$ cat src/rtl/uart_tx_scheduler_if.sv
// ----------------------------------------------------------------------------
// uart_tx_scheduler_if
//   Groups the request side (ALU result trigger, RX echo byte), the
//   uart_basic transmitter handshake and the scheduler status flags.
//
//   master : the environment (ALU / RX controller / uart_basic) side
//   slave  : the scheduler side
//
//   trigger        1-cycle pulse, capture resultado
//   resultado[16]  result word to transmit
//   echo_valid     1-cycle pulse, echo_data valid
//   echo_data[8]   received byte to echo
//   tx_busy        uart_basic transmitter busy
//   tx_start       1-cycle start pulse to uart_basic
//   tx_data[8]     byte to uart_basic
//   busy           scheduler not idle
//   result_pending result captured, frame not yet started
//   echo_overrun   sticky, echo byte dropped
//   ack_error      sticky, tx_busy did not rise in time
// ----------------------------------------------------------------------------
interface uart_tx_scheduler_if;
   logic        trigger;
   logic [15:0] resultado;
   logic        echo_valid;
   logic [7:0]  echo_data;
   logic        tx_busy;
   logic        tx_start;
   logic [7:0]  tx_data;
   logic        busy;
   logic        result_pending;
   logic        echo_overrun;
   logic        ack_error;

   modport master (
      output trigger, resultado, echo_valid, echo_data, tx_busy,
      input  tx_start, tx_data, busy, result_pending, echo_overrun, ack_error
   );

   modport slave (
      input  trigger, resultado, echo_valid, echo_data, tx_busy,
      output tx_start, tx_data, busy, result_pending, echo_overrun, ack_error
   );
endinterface

$ cat src/rtl/uart_tx_scheduler.sv
// ----------------------------------------------------------------------------
// uart_tx_scheduler
//   Shares one uart_basic transmitter between a 16-bit calculator result
//   (multi-byte frame) and single-byte echoes of received data. Holds tx_data
//   stable for a settle time before pulsing tx_start, waits for the
//   transmitter to acknowledge and finish, then idles for an inter-byte gap.
//
//   Ports:
//     clk     system clock
//     resetN  asynchronous active-low reset
//     bus     uart_tx_scheduler_if.slave (requests, uart handshake, status)
//
//   Build option:
//     TX_ASCII_HEX_EN  defined: result frame is 4 uppercase ASCII hex digits
//                      (MS nibble first) followed by 8'h0D.
//                      undefined: raw 2-byte frame, low byte first.
// ----------------------------------------------------------------------------
module uart_tx_scheduler #(
   parameter int unsigned INTER_BYTE_DELAY        = 1000000,
   parameter int unsigned WAIT_FOR_REGISTER_DELAY = 100,
   parameter int unsigned ACK_TIMEOUT             = 16
) (
   input  logic               clk,
   input  logic               resetN,
   uart_tx_scheduler_if.slave bus
);

`ifdef TX_ASCII_HEX_EN
   localparam int unsigned FRAME_BYTES = 5;
`else
   localparam int unsigned FRAME_BYTES = 2;
`endif
   localparam int unsigned FRAME_W = 8 * FRAME_BYTES;

   // Counters count down to zero, so a delay of N cycles loads N-1.
   localparam logic [31:0] REG_LOAD = (WAIT_FOR_REGISTER_DELAY > 0) ?
                                      32'(WAIT_FOR_REGISTER_DELAY - 1) : 32'd0;
   localparam logic [31:0] ACK_LOAD = (ACK_TIMEOUT > 0) ?
                                      32'(ACK_TIMEOUT - 1) : 32'd0;
   localparam logic [31:0] GAP_LOAD = (INTER_BYTE_DELAY > 0) ?
                                      32'(INTER_BYTE_DELAY - 1) : 32'd0;

   typedef enum logic [2:0] {
      IDLE, REGISTER, START, WAIT_ACK, WAIT_DONE, GAP
   } state_e;

   typedef enum logic {
      SRC_ECHO   = 1'b0,
      SRC_RESULT = 1'b1
   } src_e;

   state_e               state_q, state_d;
   logic [31:0]          cnt_q, cnt_d;
   logic [7:0]           tx_data_q, tx_data_d;
   logic [FRAME_W-1:0]   frame_q, frame_d;      // bytes still to send, next in [7:0]
   logic [2:0]           left_q, left_d;        // count of bytes held in frame_q
   src_e                 src_q, src_d;          // owner of the active frame
   src_e                 last_grant_q, last_grant_d;
   logic                 ack_error_q, ack_error_d;
   logic [15:0]          res_slot_q, res_slot_d;
   logic                 res_pend_q, res_pend_d;
   logic [7:0]           echo_slot_q, echo_slot_d;
   logic                 echo_full_q, echo_full_d;
   logic                 echo_overrun_q, echo_overrun_d;

   logic                 grant_res;
   logic                 grant_echo;
   logic [FRAME_W-1:0]   full_frame;

`ifdef TX_ASCII_HEX_EN
   function automatic logic [7:0] hex_ascii(input logic [3:0] nib);
      if (nib < 4'd10) hex_ascii = 8'h30 + {4'h0, nib};
      else             hex_ascii = 8'h37 + {4'h0, nib};   // 10 -> 'A'
   endfunction

   // First byte on the wire sits in the low byte.
   function automatic logic [FRAME_W-1:0] build_frame(input logic [15:0] w);
      build_frame = {8'h0D, hex_ascii(w[3:0]), hex_ascii(w[7:4]),
                     hex_ascii(w[11:8]), hex_ascii(w[15:12])};
   endfunction
`else
   function automatic logic [FRAME_W-1:0] build_frame(input logic [15:0] w);
      build_frame = w;
   endfunction
`endif

   assign full_frame = build_frame(res_slot_q);

   // ------------------------------------------------------------------------
   // Sequencer
   // ------------------------------------------------------------------------
   always_comb begin
      state_d      = state_q;
      cnt_d        = cnt_q;
      tx_data_d    = tx_data_q;
      frame_d      = frame_q;
      left_d       = left_q;
      src_d        = src_q;
      last_grant_d = last_grant_q;
      ack_error_d  = ack_error_q;
      grant_res    = 1'b0;
      grant_echo   = 1'b0;

      unique case (state_q)
         IDLE: begin
            // With both slots full, the side that did not go last wins.
            grant_res  = res_pend_q && (!echo_full_q || last_grant_q == SRC_ECHO);
            grant_echo = echo_full_q && !grant_res;
            if (grant_res) begin
               tx_data_d = full_frame[7:0];
               frame_d   = full_frame >> 8;
               left_d    = 3'(FRAME_BYTES - 1);
               src_d     = SRC_RESULT;
               state_d   = REGISTER;
               cnt_d     = REG_LOAD;
            end else if (grant_echo) begin
               tx_data_d = echo_slot_q;
               frame_d   = '0;
               left_d    = 3'd0;
               src_d     = SRC_ECHO;
               state_d   = REGISTER;
               cnt_d     = REG_LOAD;
            end
         end

         REGISTER: begin
            if (cnt_q == 32'd0) state_d = START;
            else                cnt_d   = cnt_q - 32'd1;
         end

         START: begin
            state_d = WAIT_ACK;
            cnt_d   = ACK_LOAD;
         end

         WAIT_ACK: begin
            if (bus.tx_busy) begin
               state_d = WAIT_DONE;
            end else if (cnt_q == 32'd0) begin
               // No acknowledge: flag it and treat the byte as sent.
               ack_error_d = 1'b1;
               state_d     = GAP;
               cnt_d       = GAP_LOAD;
            end else begin
               cnt_d = cnt_q - 32'd1;
            end
         end

         WAIT_DONE: begin
            if (!bus.tx_busy) begin
               state_d = GAP;
               cnt_d   = GAP_LOAD;
            end
         end

         GAP: begin
            if (cnt_q != 32'd0) begin
               cnt_d = cnt_q - 32'd1;
            end else if (left_q != 3'd0) begin
               tx_data_d = frame_q[7:0];
               frame_d   = frame_q >> 8;
               left_d    = left_q - 3'd1;
               state_d   = REGISTER;
               cnt_d     = REG_LOAD;
            end else begin
               last_grant_d = src_q;
               state_d      = IDLE;
            end
         end

         default: state_d = IDLE;
      endcase
   end

   // ------------------------------------------------------------------------
   // Request slots
   // ------------------------------------------------------------------------
   always_comb begin
      // A trigger in the grant cycle refills the slot for the next frame.
      res_slot_d = res_slot_q;
      res_pend_d = res_pend_q && !grant_res;
      if (bus.trigger) begin
         res_slot_d = bus.resultado;
         res_pend_d = 1'b1;
      end
   end

   always_comb begin
      // The slot frees on grant, so a byte arriving that same cycle fits.
      echo_slot_d    = echo_slot_q;
      echo_full_d    = echo_full_q && !grant_echo;
      echo_overrun_d = echo_overrun_q;
      if (bus.echo_valid) begin
         if (!echo_full_d) begin
            echo_slot_d = bus.echo_data;
            echo_full_d = 1'b1;
         end else begin
            echo_overrun_d = 1'b1;
         end
      end
   end

   always_ff @(posedge clk or negedge resetN) begin
      if (!resetN) begin
         state_q        <= IDLE;
         cnt_q          <= 32'd0;
         tx_data_q      <= 8'h00;
         frame_q        <= '0;
         left_q         <= 3'd0;
         src_q          <= SRC_ECHO;
         last_grant_q   <= SRC_ECHO;
         ack_error_q    <= 1'b0;
         res_slot_q     <= 16'h0000;
         res_pend_q     <= 1'b0;
         echo_slot_q    <= 8'h00;
         echo_full_q    <= 1'b0;
         echo_overrun_q <= 1'b0;
      end else begin
         state_q        <= state_d;
         cnt_q          <= cnt_d;
         tx_data_q      <= tx_data_d;
         frame_q        <= frame_d;
         left_q         <= left_d;
         src_q          <= src_d;
         last_grant_q   <= last_grant_d;
         ack_error_q    <= ack_error_d;
         res_slot_q     <= res_slot_d;
         res_pend_q     <= res_pend_d;
         echo_slot_q    <= echo_slot_d;
         echo_full_q    <= echo_full_d;
         echo_overrun_q <= echo_overrun_d;
      end
   end

   // START lasts exactly one cycle, so decoding it gives a single pulse.
   assign bus.tx_start       = (state_q == START);
   assign bus.tx_data        = tx_data_q;
   assign bus.busy           = (state_q != IDLE);
   assign bus.result_pending = res_pend_q;
   assign bus.echo_overrun   = echo_overrun_q;
   assign bus.ack_error      = ack_error_q;

endmodule

$ cat src/flat_wrapper.sv
// flat-port wrapper written by rule: the top's interface ports become plain ports
module uart_tx_scheduler_flat 
#(
   parameter int unsigned INTER_BYTE_DELAY        = 1000000,
   parameter int unsigned WAIT_FOR_REGISTER_DELAY = 100,
   parameter int unsigned ACK_TIMEOUT             = 16
)
  (clk, resetN, bus_trigger, bus_resultado, bus_echo_valid, bus_echo_data, bus_tx_busy, bus_tx_start, bus_tx_data, bus_busy, bus_result_pending, bus_echo_overrun, bus_ack_error);
  uart_tx_scheduler_if bus_i ();
  input  logic clk;
  input  logic resetN;
  input wire logic [$bits(bus_i.trigger)-1:0] bus_trigger;
  input wire logic [$bits(bus_i.resultado)-1:0] bus_resultado;
  input wire logic [$bits(bus_i.echo_valid)-1:0] bus_echo_valid;
  input wire logic [$bits(bus_i.echo_data)-1:0] bus_echo_data;
  input wire logic [$bits(bus_i.tx_busy)-1:0] bus_tx_busy;
  output wire logic [$bits(bus_i.tx_start)-1:0] bus_tx_start;
  output wire logic [$bits(bus_i.tx_data)-1:0] bus_tx_data;
  output wire logic [$bits(bus_i.busy)-1:0] bus_busy;
  output wire logic [$bits(bus_i.result_pending)-1:0] bus_result_pending;
  output wire logic [$bits(bus_i.echo_overrun)-1:0] bus_echo_overrun;
  output wire logic [$bits(bus_i.ack_error)-1:0] bus_ack_error;
  assign bus_i.trigger = bus_trigger;
  assign bus_i.resultado = bus_resultado;
  assign bus_i.echo_valid = bus_echo_valid;
  assign bus_i.echo_data = bus_echo_data;
  assign bus_i.tx_busy = bus_tx_busy;
  assign bus_tx_start = bus_i.tx_start;
  assign bus_tx_data = bus_i.tx_data;
  assign bus_busy = bus_i.busy;
  assign bus_result_pending = bus_i.result_pending;
  assign bus_echo_overrun = bus_i.echo_overrun;
  assign bus_ack_error = bus_i.ack_error;
  uart_tx_scheduler #(.INTER_BYTE_DELAY(INTER_BYTE_DELAY), .WAIT_FOR_REGISTER_DELAY(WAIT_FOR_REGISTER_DELAY), .ACK_TIMEOUT(ACK_TIMEOUT)) u_core (.clk(clk), .resetN(resetN), .bus(bus_i));
endmodule
$ cat config.mk
export PLATFORM = sky130hd
export DESIGN_NAME = uart_tx_scheduler_flat
export DESIGN_NICKNAME = d
export VERILOG_FILES = /design/src/rtl/uart_tx_scheduler_if.sv /design/src/rtl/uart_tx_scheduler.sv /design/src/flat_wrapper.sv
export SDC_FILE = /design/constraint.sdc
export NUM_CORES = 1
export LEC_CHECK = 0
export BUFFER_PORTS_ARGS = -buffer_cell sky130_fd_sc_hd__buf_2
export CORE_ASPECT_RATIO = 0.8
export CORE_UTILIZATION = 45
export CTS_CLUSTER_DIAMETER = 50
export DETAILED_ROUTE_END_ITERATION = 8
export GPL_TIMING_DRIVEN = 0
export PLACE_DENSITY = 0.74
export SLEW_MARGIN = 20
export SYNTH_ARGS = -nofsm -noshare
export SYNTH_HDL_FRONTEND = slang
export SYNTH_SLANG_ARGS = --single-unit
export TNS_END_PERCENT = 20
$ cat constraint.sdc
create_clock -name clk -period 3.5 [get_ports clk]
set_input_delay 0.175 -clock clk [delete_from_list [all_inputs] [get_ports clk]]
set_output_delay 0.175 -clock clk [all_outputs]
set_load 0.01 [all_outputs]
---- Yosys cells after proc, flatten, opt, wreduce, memory -nomap -nowiden ----
Index checks and enable logic that the tools add are counted.
cells by class
  equality and inequality tests ........... 14
  magnitude comparators ................... 0
  shift-type cells ........................ 0
  reduce and logical (&&, ||, !) cells .... 25
  $add $sub $neg .......................... 2
  muxes and demuxes ....................... 39
  div/mod/pow operators ................... 0
  bitwise logic cells ..................... 5
  multipliers ............................. 0
operators with widths
  cell                   number
  $mux 32                8
  $pmux 32 s6            1
  $mux 16                4
  $mux 3                 11
  $logic_not 32->1       1
  $mux 8                 4
  $pmux 16 s2            1
  $reduce_bool 32->1     1
  $sub 32x1->32 const B  1
  $pmux 3 s6             1
  $pmux 8 s2             1
  $ne 2x2->1 const B     4
  $mux 1                 7
  $eq 3x2->1 const B     2
  $eq 3x3->1 const B     2
  $ne 3x1->1 const B     2
  $pmux 3 s2             1
  $reduce_and 2->1       3
  $reduce_and 3->1       2
  $reduce_and 6->1       1
  $reduce_bool 3->1      2
  $reduce_bool 6->1      1
  $not 1->1              5
  $reduce_and 5->1       1
  10 further kinds       18
storage, ports and cells
  memory bits (read-only) ................. 0
  RAM bits ................................ 0
  register bits ........................... 92
  bits in latches ......................... 0
  output and inout bits ................... 13
  memories kept ........................... 0
  word-level logic and storage cells ...... 98

---- Longest topological paths before layout ----
  depth after elaboration ................. 10
  gate-level depth with buffers ........... 11
  mapped depth without buffers ............ 9

---- Worst setup path after synthesis ----
No wires, ideal clock.
  path kind ............................... reg2reg
  start ................................... reg u_core.cnt_q[0]
  end ..................................... reg u_core.last_grant_q
  stages on the path, launching flop included .. 9
  period minus slack after synthesis ...... 2.543 ns
  path slack .............................. 0.957 ns
  arrival time ............................ 2.419 ns
  cell sequence ........................... dfrtp_1 > inv_1 > ha_1 > or4b_2 > nor4_4 > nand2_1 > buf_2 > nor3_1 > mux2_2
between the ends
  cells in the longest elaborated chain, start to end .. 3
ends and longest elaborated chain
  element                     line                      text
  start: declaration          uart_tx_scheduler.sv:53   logic [31:0] cnt_q, cnt_d;
  start signal: assignment    uart_tx_scheduler.sv:220  cnt_q <= cnt_d;
  $reduce_bool 32->1          uart_tx_scheduler.sv:157  if (cnt_q != 32'd0) begin
  $not 1->1 (no line)         -
  $reduce_and 3->1 (no line)  -
  end signal: assignment      uart_tx_scheduler.sv:225  last_grant_q <= last_grant_d;
  end: declaration            uart_tx_scheduler.sv:58   src_e last_grant_q, last_grant_d;
Every way passes these cells.
A chain may end at the register's enable or synchronous reset.

---- Worst setup path after layout ----
  start ................................... reg u_core.cnt_q[0]
  end ..................................... reg u_core.cnt_q[14]
between the ends
  cells in the longest elaborated chain, start to end .. 4
  elaborated cells between the ends (all ways) .. 11
  classes of those cells .................. 1 x add/sub; 2 x eq/ne; 5 x mux; 3 x reduce/logical
ends and longest elaborated chain
  element                                            line                      text
  $sub 32x1->32 or $logic_not 32->1 (tied branches)  -
  $mux 32                                            uart_tx_scheduler.sv:139  end else if (cnt_q == 32'd0) begin
  $mux 32                                            uart_tx_scheduler.sv:137  if (bus.tx_busy) begin
  $pmux 32 s6                                        uart_tx_scheduler.sv:104  unique case (state_q)
Parallel ways exist; a longest one is shown, timed or not. The select of a mux whose other input is x is not followed.

==> flow_metrics.tcl <==
set metrics [dict create \
    status "finished with violations" \
    violations "DRC" \
    viasPerCell 5.953 \
    place_area_um2 4712 \
    synth_cells 450 \
    overflow 0 \
    holdWs_ns 0.04772 \
    critPathMaxFanout 7 \
    cp.arrival_ns 3.23 \
    finClkSkew_ns 0.007807 \
    hold_violations 0 \
    cts_buffer_depth 2 \
    fillers 830 \
    first_pass_iters 9 \
    yosysWarnings 0 \
    slowest_delay_ns 0.63 \
    rsz0062_at_grt "no" \
    synth_ff_type "dfrtp_1" \
    post_drt_wl_per_cell_um 16.99 \
    min_period_over_period_pct 85.81 \
    diodes 0 \
    leakage_nw 2.274 \
    hold_path_depth 3 \
    r2r_cells 8 \
    dp_slack_ns 0.5866 \
    syn2layout_area_growth_pct 15.58 \
    crit_end "u_core.cnt_q[14]" \
    first_iter_violations 260 \
    initial_utilization_pct 47.07 \
    cp_cell_sequence "inv_1, ha_1, or4b_2, nor4_4, nand2_1, a21oi_1, o21ai_0, a22o_1" \
    crit_cells 8 \
    syn_area_um2 4345 \
    vias 3709 \
    synth.distinct_cells 51 \
    cts_tree "done" \
    cts.sinks 84 \
    grt_usage_pct 22.91 \
    layout_common_cells "dfrtp_1, nand2_1, o21ai_0" \
    fp.dieArea_um2 10060 \
    clkTransAtPathRegs_ns 0.07 \
    tns_ns 0 \
    timing.rr.start "u_core.cnt_q[0]" \
    worst_pin_slew_ns 0.7202 \
    slowest_stage "or4b_2" \
    slew_viol_final 0 \
    clock_latency_ns 0.34 \
    drc 1 \
    antenna_left 0 \
    crit_start "u_core.cnt_q[0]" \
    grt_max_degree 46 \
    antenna_found_initial 0 \
    ys_async_sr_fraction_pct 100.0 \
    final_nets 536 \
    grt_pass1_vias 3552 \
    synth_edf_count 0 \
    grt_pass1_wl_um 18250 \
    synth_nets 483 \
    clockRootBuffer "clkbuf_16" \
    num_rows 31 \
    r2r_end "u_core.cnt_q[14]" \
    crit_required_ns 3.73 \
    timing.fmax_mhz 333.0 \
    powerDensity_nw_per_um2 545.4 \
    layout-drive-gt1-share_pct 19.29 \
    setup_viol 0 \
    ys_ff_latch 84 \
    crit_buf_inv 1 \
    cts_setup_buffers 0 \
    ys_seq_area_share_pct 48.37 \
    crit_type "reg2reg" \
    portBuffers 40 \
    max_cap_viol_count 0 \
    cts_hold_buf 1 \
    die_h_um 89.90 \
    critPathCaptureType "register" \
    gp_congestion 0.9233 \
    die_w_um 111.9 \
    min_path_type "in2reg" \
    final_common_cell "dfrtp_1" \
    dp.final_hpwl_um 7592 \
    ctsResizeCount 0 \
    syn_avg_cell_area_um2 9.656 \
    wirelength_um 10580 \
    period_needed_ns 3.003 \
    fin_area_um2 5022 \
    maxSlewHeadroom_pct 51.81 \
    io_pins 42 \
    rrSetupSlack_ns 0.50 \
    htreeDepth 3 \
    cts_made_buffers 9 \
    timing.final.ws_setup_ns 0.4968 \
    peakVddDrop_uv 254.5 \
    core_um2 9231 \
    cp-start-kind "register" \
    path_delay_family "simple AND/OR/NAND/NOR gates" \
]
==> tightest hold or removal path, stage by stage <==
cell     delay, ns
buf_2         0.09
inv_1         0.04
nand2_1       0.05
==> report_power, final <==
part	switching, mW	internal (mW)	leakage, nW
Clock	0.406	0.562	0.145
Combinational	0.310	0.222	1.08
Sequential	0.110	1.13	1.05
==> kinds of logic after synthesis <==
logic type,share of synthesized area (%)
AO/OA/AOI/OAI,16.44
XOR/XNOR,1.008
adder cells (fa/ha/maj),1.152
buffers and inverters,3.570
flip-flops,48.37
multiplexers,8.811
AND/OR/NAND/NOR,20.64
==> sequential cells by signal (all words and copies together), names as in the netlist <==
| signal | cells |
|---|---|
| u_core.cnt_q | 32 |
| u_core.full_frame | 16 |
| u_core.bus.tx_data | 8 |
| u_core.echo_slot_q | 8 |
| u_core.frame_q | 8 |
| u_core.left_q | 3 |
| u_core.state_q | 3 |
| u_core.bus.ack_error | 1 |
| u_core.bus.echo_overrun | 1 |
| u_core.bus.result_pending | 1 |
| u_core.echo_full_q | 1 |
| u_core.last_grant_q | 1 |
| u_core.src_q | 1 |
==> layer usage <==
layer | track usage [%] | wire, um
met5 | 0 | 0
met3 | 3.102 | 589
met2 | 33.90 | 4660
met4 | 7.995 | 191
met1 | 34.32 | 5142
==> per-stage QoR <==
step,cells,util [%],power (mW)
6_report,623,54.41,2.739
3_5_place_dp,606,51.04,1.778
3_3_place_gp,605,50.80,1.743
2_1_floorplan,450,-,1.585
4_1_cts,623,54.41,2.749
5_1_grt,623,54.41,2.880
==> area by class of cell <==
cell class / instances / area (um2) / share of cell area, %
Sequential cell: 84 / 2102 / 41.85
Clock buffer: 10 / 229.0 / 4.559
Buffer: 23 / 106.4 / 2.118
Timing Repair Buffer: 42 / 232.7 / 4.634
Multi-Input combinational cell: 330 / 2088 / 41.58
Tap cell: 115 / 143.9 / 2.865
Inverter: 13 / 48.80 / 0.9716
Clock inverter: 6 / 71.32 / 1.420
==> worst min path at each step <==
stage / startpoint / slack (ns) / to
2_1_floorplan: resetN / -0.12 / u_core.bus.ack_error
3_3_place_gp: bus_echo_valid / 0.39 / u_core.echo_full_q
3_5_place_dp: resetN / 0.19 / u_core.echo_slot_q[3]
4_1_cts: bus_echo_valid / 0.04 / u_core.echo_full_q
5_1_grt: bus_echo_valid / 0.06 / u_core.echo_full_q
6_report: bus_echo_valid / 0.05 / u_core.echo_full_q
==> Yosys cell counts (2+ instances only) <==
| library cell | instances | area [um2] |
|---|---|---|
| o311ai_0 | 5 | 43.79 |
| o221ai_1 | 2 | 17.52 |
| nand2_1 | 64 | 240.2 |
| a22o_1 | 11 | 96.34 |
| a2bb2oi_1 | 2 | 17.52 |
| nor3_1 | 21 | 105.1 |
| and3_1 | 3 | 18.77 |
| or3_1 | 10 | 62.56 |
| a211oi_1 | 2 | 15.01 |
| or4_4 | 2 | 22.52 |
| a22oi_1 | 2 | 15.01 |
| a31o_2 | 2 | 17.52 |
| a21o_1 | 3 | 22.52 |
| nor2_1 | 31 | 116.4 |
| inv_1 | 13 | 48.80 |
| xor2_1 | 4 | 35.03 |
| nor2b_1 | 2 | 12.51 |
| nand3_1 | 10 | 50.05 |
| nor4_4 | 2 | 42.54 |
| o21ai_0 | 46 | 230.2 |
| buf_6 | 2 | 22.52 |
| o2bb2ai_1 | 3 | 26.28 |
| o21bai_1 | 2 | 15.01 |
| mux2_2 | 26 | 292.8 |
| nand2b_1 | 3 | 18.77 |
| clkbuf_1 | 16 | 60.06 |
| or4b_2 | 2 | 20.02 |
| mux2i_1 | 9 | 90.09 |
| o31a_1 | 2 | 17.52 |
| nor4_1 | 12 | 75.07 |
| o31ai_1 | 4 | 30.03 |
| buf_2 | 4 | 20.02 |
| dfrtp_1 | 84 | 2102 |
| or4_1 | 8 | 60.06 |
| ha_1 | 4 | 50.05 |
| nand4_1 | 4 | 25.02 |
| and2_1 | 2 | 12.51 |
| a21oi_1 | 13 | 65.06 |
Note: power is estimated with default switching activity, not from simulation.
